`src/rtl/keypad_scanner_if.sv`:
```
// rtl/keypad_scanner_if.sv - keypad matrix and key-event signal bundle
interface keypad_scanner_if;
    logic [3:0] row_n;
    logic [2:0] col_n;
    logic [3:0] key;
    logic       key_valid;
    logic       key_down;

    modport master (
        input  row_n,
        output col_n,
        output key,
        output key_valid,
        output key_down
    );

    modport slave (
        output row_n,
        input  col_n,
        input  key,
        input  key_valid,
        input  key_down
    );
endinterface

```
`src/rtl/keypad_scanner.sv`:
```
// rtl/keypad_scanner.sv - 4x3 keypad column scanner with frame debounce and one-shot key strobe
module keypad_scanner #(
    parameter int SCAN_DIV       = 4,
    parameter int DEBOUNCE_SCANS = 3
) (
    input  logic              clk,
    input  logic              rst_n,
    keypad_scanner_if.master  kp
);
    localparam int DIV_W = $clog2(SCAN_DIV);
    localparam int CNT_W = $clog2(DEBOUNCE_SCANS + 1);
    localparam logic [DIV_W-1:0] DIV_LAST = DIV_W'(SCAN_DIV - 1);
    localparam logic [CNT_W-1:0] CNT_LAST = CNT_W'(DEBOUNCE_SCANS);
    localparam logic [3:0]       NO_KEY   = 4'd15;

    typedef enum logic [1:0] {S_IDLE, S_DEBOUNCE, S_EMIT, S_HELD} state_t;

    logic             started;
    logic [DIV_W-1:0] div;
    logic [1:0]       col;
    logic [1:0]       acc_hits;
    logic [3:0]       acc_code;
    logic [2:0]       col_n_q;
    state_t           state;
    logic [3:0]       cand;
    logic [CNT_W-1:0] cnt;
    logic [3:0]       key_q;
    logic             key_valid_q;
    logic             key_down_q;

    logic             sample;
    logic             frame_done;
    logic [2:0]       col_cnt;
    logic [3:0]       col_code;
    logic [2:0]       sum_hits;
    logic [3:0]       frame_code;
    logic             is_empty;
    logic             is_single;
    logic [1:0]       next_col;
    logic [CNT_W-1:0] cnt_inc;

    function automatic logic [3:0] encode(input logic [1:0] r, input logic [1:0] c);
        logic [3:0] code;
        if (r == 2'd3) begin
            case (c)
                2'd0:    code = 4'd10;
                2'd1:    code = 4'd0;
                default: code = 4'd11;
            endcase
        end else begin
            code = ({2'b00, r} * 4'd3) + {2'b00, c} + 4'd1;
        end
        return code;
    endfunction

    assign sample     = started && (div == DIV_LAST);
    assign frame_done = sample && (col == 2'd2);
    assign next_col   = (col == 2'd2) ? 2'd0 : col + 2'd1;
    assign cnt_inc    = cnt + 1'b1;

    always_comb begin
        col_cnt  = 3'd0;
        col_code = NO_KEY;
        for (int r = 3; r >= 0; r--) begin
            if (!kp.row_n[r]) begin
                col_cnt  = col_cnt + 3'd1;
                col_code = encode(2'(r), col);
            end
        end
    end

    // Hits are carried saturated at 2: anything past one is already MULTI.
    assign sum_hits   = {1'b0, acc_hits} + col_cnt;
    assign frame_code = (acc_hits == 2'd1) ? acc_code : col_code;
    assign is_empty   = (sum_hits == 3'd0);
    assign is_single  = (sum_hits == 3'd1);

    always_ff @(posedge clk) begin
        if (!rst_n) begin
            started  <= 1'b0;
            div      <= '0;
            col      <= 2'd0;
            col_n_q  <= 3'b111;
            acc_hits <= 2'd0;
            acc_code <= NO_KEY;
        end else if (!started) begin
            started <= 1'b1;
            col_n_q <= 3'b110;
        end else if (sample) begin
            div     <= '0;
            col     <= next_col;
            col_n_q <= ~(3'b001 << next_col);
            if (frame_done) begin
                acc_hits <= 2'd0;
                acc_code <= NO_KEY;
            end else begin
                acc_hits <= (sum_hits >= 3'd2) ? 2'd2 : sum_hits[1:0];
                if (is_single)
                    acc_code <= frame_code;
            end
        end else begin
            div <= div + 1'b1;
        end
    end

    always_ff @(posedge clk) begin
        if (!rst_n) begin
            state       <= S_IDLE;
            cand        <= NO_KEY;
            cnt         <= '0;
            key_q       <= NO_KEY;
            key_valid_q <= 1'b0;
            key_down_q  <= 1'b0;
        end else begin
            case (state)
                S_IDLE: begin
                    if (frame_done && is_single) begin
                        cand <= frame_code;
                        cnt  <= CNT_W'(1);
                        if (DEBOUNCE_SCANS == 1) begin
                            state       <= S_EMIT;
                            key_q       <= frame_code;
                            key_valid_q <= 1'b1;
                            key_down_q  <= 1'b1;
                        end else begin
                            state <= S_DEBOUNCE;
                        end
                    end
                end
                S_DEBOUNCE: begin
                    if (frame_done) begin
                        if (is_single && frame_code == cand) begin
                            cnt <= cnt_inc;
                            if (cnt_inc == CNT_LAST) begin
                                state       <= S_EMIT;
                                key_q       <= cand;
                                key_valid_q <= 1'b1;
                                key_down_q  <= 1'b1;
                            end
                        end else begin
                            state <= S_IDLE;
                            cnt   <= '0;
                        end
                    end
                end
                S_EMIT: begin
                    state       <= S_HELD;
                    cnt         <= '0;
                    key_q       <= NO_KEY;
                    key_valid_q <= 1'b0;
                end
                S_HELD: begin
                    // Any non-empty frame, even another key, restarts the release count.
                    if (frame_done) begin
                        if (is_empty) begin
                            if (cnt_inc == CNT_LAST) begin
                                state      <= S_IDLE;
                                cnt        <= '0;
                                key_down_q <= 1'b0;
                            end else begin
                                cnt <= cnt_inc;
                            end
                        end else begin
                            cnt <= '0;
                        end
                    end
                end
                default: state <= S_IDLE;
            endcase
        end
    end

    assign kp.col_n     = col_n_q;
    assign kp.key       = key_q;
    assign kp.key_valid = key_valid_q;
    assign kp.key_down  = key_down_q;
endmodule

```
`src/flat_wrapper.sv`:
```
// flat-port wrapper written by rule: the top's interface ports become plain ports
module keypad_scanner_flat 
#(
    parameter int SCAN_DIV       = 4,
    parameter int DEBOUNCE_SCANS = 3
)
  (clk, rst_n, kp_row_n, kp_col_n, kp_key, kp_key_valid, kp_key_down);
  keypad_scanner_if kp_i ();
  input  logic clk;
  input  logic rst_n;
  input wire logic [$bits(kp_i.row_n)-1:0] kp_row_n;
  output wire logic [$bits(kp_i.col_n)-1:0] kp_col_n;
  output wire logic [$bits(kp_i.key)-1:0] kp_key;
  output wire logic [$bits(kp_i.key_valid)-1:0] kp_key_valid;
  output wire logic [$bits(kp_i.key_down)-1:0] kp_key_down;
  assign kp_i.row_n = kp_row_n;
  assign kp_col_n = kp_i.col_n;
  assign kp_key = kp_i.key;
  assign kp_key_valid = kp_i.key_valid;
  assign kp_key_down = kp_i.key_down;
  keypad_scanner #(.SCAN_DIV(SCAN_DIV), .DEBOUNCE_SCANS(DEBOUNCE_SCANS)) u_core (.clk(clk), .rst_n(rst_n), .kp(kp_i));
endmodule
```
`config.mk`:
```
export PLATFORM = sky130hd
export DESIGN_NAME = keypad_scanner_flat
export DESIGN_NICKNAME = d
export VERILOG_FILES = /design/src/rtl/keypad_scanner_if.sv /design/src/rtl/keypad_scanner.sv /design/src/flat_wrapper.sv
export SDC_FILE = /design/constraint.sdc
export NUM_CORES = 1
export LEC_CHECK = 0
export CAP_MARGIN = 20
export CORE_AREA = 2 2 59 61
export DETAILED_ROUTE_END_ITERATION = 10
export DIE_AREA = 0 0 61 63
export PLACE_DENSITY = 0.81
export SLEW_MARGIN = 15
export SYNTH_ARGS = -nofsm -noshare
export SYNTH_HDL_FRONTEND = slang
export SYNTH_SLANG_ARGS = --single-unit
```
`constraint.sdc`:
```
create_clock -name clk -period 8 [get_ports clk]
set_clock_uncertainty 0.15 [all_clocks]
set_input_delay 2 -clock clk [delete_from_list [all_inputs] [get_ports clk]]
set_output_delay 2 -clock clk [all_outputs]
set_load 0.01 [all_outputs]
```
==> results.py <==
metrics = {
    "outcome": {
        "status": "finished clean",
    },
    "yosys": {
        "synth_warnings": 0,
        "synth_xor_area_share_pct": 4.06,
        "synth_top_family_by_area": "simple AND/OR/NAND/NOR gates",
        "synth_compound_area_share_pct": 17.5,
        "synthArstFlopShare_pct": 0,
        "synth_nets": 244,
        "synth_seq_area_share_pct": 29.8,
        "netlist_instances": 223,
        "synthMuxAreaShare_pct": 7.12,
        "synth_cell_types": 50,
        "yosys.area.top_type": "dfxtp_1",
        "yosysMostFrequentCell": "nand2_1",
        "ys.flop_type": "dfxtp_1",
        "synth-seq-cells": 28,
        "synthTopCellsByArea": "dfxtp_1, ha_1, nand2_1",
        "post_synth.cell_area_avg_um2": 8.43,
        "synth.cells.most_frequent": "nand2_1, dfxtp_1, nor2_1",
        "synth-simple-area-share_pct": 26.5,
        "synthAdderAreaFrac_pct": 10.4,
        "synth_area_um2": 1880,
        "synth_top_area_share_pct": 29.8,
        "synth_edf_count": 0,
    },
    "global_routing": {
        "grt_max_degree": 34,
        "antenna_found_initial": 0,
        "grt.total_usage_pct": 22.2,
        "grtUsageMet3_pct": 3.93,
        "overflow": 0,
        "met1_usage_pct": 31.3,
        "grt_pass1_wl_um": 6590,
        "top_usage_layer": "met2",
        "grt_pass1_vias": 1486,
        "gr-usage-met2_pct": 32.9,
    },
    "worst_setup_path": {
        "slowest_delay_ns": 0.57,
        "criticalPathCategory": "primary input to register",
        "start_kind": "primary input",
        "worst-r2r-cell-count": 8,
        "r2r_slack_ns": 5.25,
        "cp_slowest_cell": "clkdlybuf4s50_1",
        "crit_arrival_ns": 5.75,
        "reg2reg_from": "u_core.col[0]",
        "endpoint_kind": "register",
        "endpoint": "u_core.kp.key[0]",
        "cp_top_family": "adder cells",
        "cp_max_fo": 8,
        "startpoint": "kp_row_n[2]",
        "crit_chain": "clkdlybuf4s50_1 -> inv_1 -> ha_1 -> xnor2_1 -> ha_1 -> mux2_2 -> fa_1 -> xnor3_2 -> nor3b_4 -> nand2_1 -> and4b_1 -> mux2i_1",
        "cp.depth": 12,
        "path_buf_inv": 2,
        "crit_required_ns": 8.14,
        "reg2reg_to": "u_core.kp.key[0]",
        "crit_path_frequent_cell": "ha_1",
    },
    "detailed_routing": {
        "drt_iter0_drc": 43,
        "firstDrtPassIters": 4,
        "drc": 0,
        "viasPerCell": 5.65,
        "wirelength_um": 3720,
        "num_vias": 1560,
        "wl_per_cell_um": 13.5,
        "drtAntennaViolNets": 0,
    },
    "timing": {
        "post-route-period-util_pct": 70.2,
        "slew_headroom_pct": 30.9,
        "timing.final.hold_violations": 0,
        "slew_viol_final": 0,
        "clock.fmax_mhz": 178,
        "period_minus_slack_ns": 5.62,
        "max_slew.worst_pin.slew_ns": 1.03,
        "hold_slack_ns": 0.356,
        "rsz0062_at_grt": "false",
        "setup_viol": 0,
        "tns_ns": 0,
    },
    "cells_and_area": {
        "drive_gt1_share_pct": 5.65,
        "layoutNonFillerInstCount": 276,
        "fin_nets": 252,
        "area_growth_pct": 10.7,
        "diodes": 0,
    },
    "floorplanning": {
        "fp.dieArea_um2": 3840,
        "dieHeight_um": 63,
        "design.core.area_um2": 3230,
        "initial_core_util_pct": 58.2,
        "num_io_pins": 15,
        "die_x_um": 61,
        "num_rows": 21,
    },
    "clock_tree": {
        "numCtsBuffers": 3,
        "clock_sinks": 28,
        "cts_root_buf": "clkbuf_4",
        "post_cts_buffers": 0,
        "cts_hold_buf": 0,
        "cts-htree-levels": 1,
        "cts_tree": "done",
        "clock_latency_ns": 0.34,
        "cts_resized": 0,
        "clockBufferDepth": 2,
        "cts.reportedPaths.clkPinSlew_ns": 0.16,
    },
    "placement": {
        "finalWeightedCongestion": 0.880,
        "dp_cells": 272,
        "portBuffers": 14,
        "hpwl_um": 2740,
    },
    "pwr": {
        "p_per_area_nw_per_um2": 135,
        "power_uw": 281,
        "total_leakage_power_uw": 0.000813,
        "ir_worst_vdd_mv": 0.0983,
    },
    "run": {
        "maxCapViolCount": 0,
    },
    "min_path": {
        "hp-class": "register to register",
    },
}
## cell usage in the layout (no fill, tap or decap), types with 2 or more instances in the layout
cell             synthesis  layout
nand3b_1                 5       5
o21a_1                   4       4
nor4_1                   2       2
o22ai_1                  4       4
nor2_1                  18      18
o31a_1                   3       3
mux2i_1                 10      10
clkbuf_4                 0       3
and2_1                   3       3
ha_1                    14      14
a21oi_1                  3       3
clkdlybuf4s50_1          0      14
nand2b_1                 5       5
xnor2_1                  5       5
a21boi_0                 5       5
nor2b_1                  8       8
nand2_1                 31      31
nor3b_1                  3       3
mux2_2                   3       3
dfxtp_1                 28      28
o21ai_0                  9       9
and3_1                   2       2
inv_1                   10      10
nand3_1                  7       7
o22a_1                   2       2
and4_1                   4       4
a22o_1                   2       2
## cells by family after synthesis
family | after synthesis
fa+ha+maj | 15
buf+inv | 21
simple gates | 94
xor+xnor | 7
flops | 28
mux | 13
compound gates | 45
## through the flow
stage,setup WS (ns),cell area [um^2],utilization [%]
detailed placement,2.02,2030,62.8
CTS,2.39,2080,64.4
global placement,2.14,2030,62.8
floorplan,2.95,1880,-
finish,2.38,2080,64.4
global route,2.17,2080,64.4
## layer usage
metal	part of all wire, %	vias to the layer above
met5	0	-
met4	2.5	0
met3	3.4	9
met2	44	34
met1	50	715
li1	-	802
## where the power goes
part | switching [uW] | internal [uW]
registers | 1.60 | 141
clock network | 45.0 | 50.8
logic | 22.5 | 19.7
total | 69.1 | 212
## sequential cells by signal, summed over array words and instances, names as in the netlist, named ones only
name and cells:
u_core.kp.key 4, u_core.kp.key_down 1, u_core.cand 4, u_core.cnt 2, u_core.acc_hits 2, u_core.state 1, u_core.started 1, u_core.acc_code 4
u_core.col 2, u_core.div 2, u_core.kp.col_n 3, u_core.kp.key_valid 1
## worst min-delay path, cell delays in order (launching register included)
cell	delay, ns
dfxtp_1	0.34
nand2b_1	0.06
a21boi_0	0.07
## worst min path at each step
| stage | to | from | cells after the start | slack, ns |
|---|---|---|---|---|
| after floorplan | u_core.acc_code[2] | u_core.acc_code[2] | 2 | 0.31 |
| after global placement | u_core.acc_code[2] | u_core.acc_code[2] | 2 | 0.32 |
| after detailed placement | u_core.acc_code[0] | u_core.acc_code[0] | 2 | 0.33 |
| after CTS | u_core.div[1] | u_core.div[1] | 2 | 0.36 |
| after global routing | u_core.div[1] | u_core.div[1] | 2 | 0.38 |
| final | u_core.div[1] | u_core.div[1] | 2 | 0.36 |
## layout make-up
| type | instances | area (um^2) |
|---|---|---|
| Timing Repair Buffer | 14 | 140 |
| Fill cell | 273 | 1150 |
| Clock inverter | 1 | 30.0 |
| Tap cell | 46 | 57.6 |
| Inverter | 10 | 37.5 |
| Multi-Input combinational cell | 174 | 1230 |
| Clock buffer | 3 | 22.5 |
| Sequential cell | 28 | 561 |
Power figures use the tool's default switching activity.
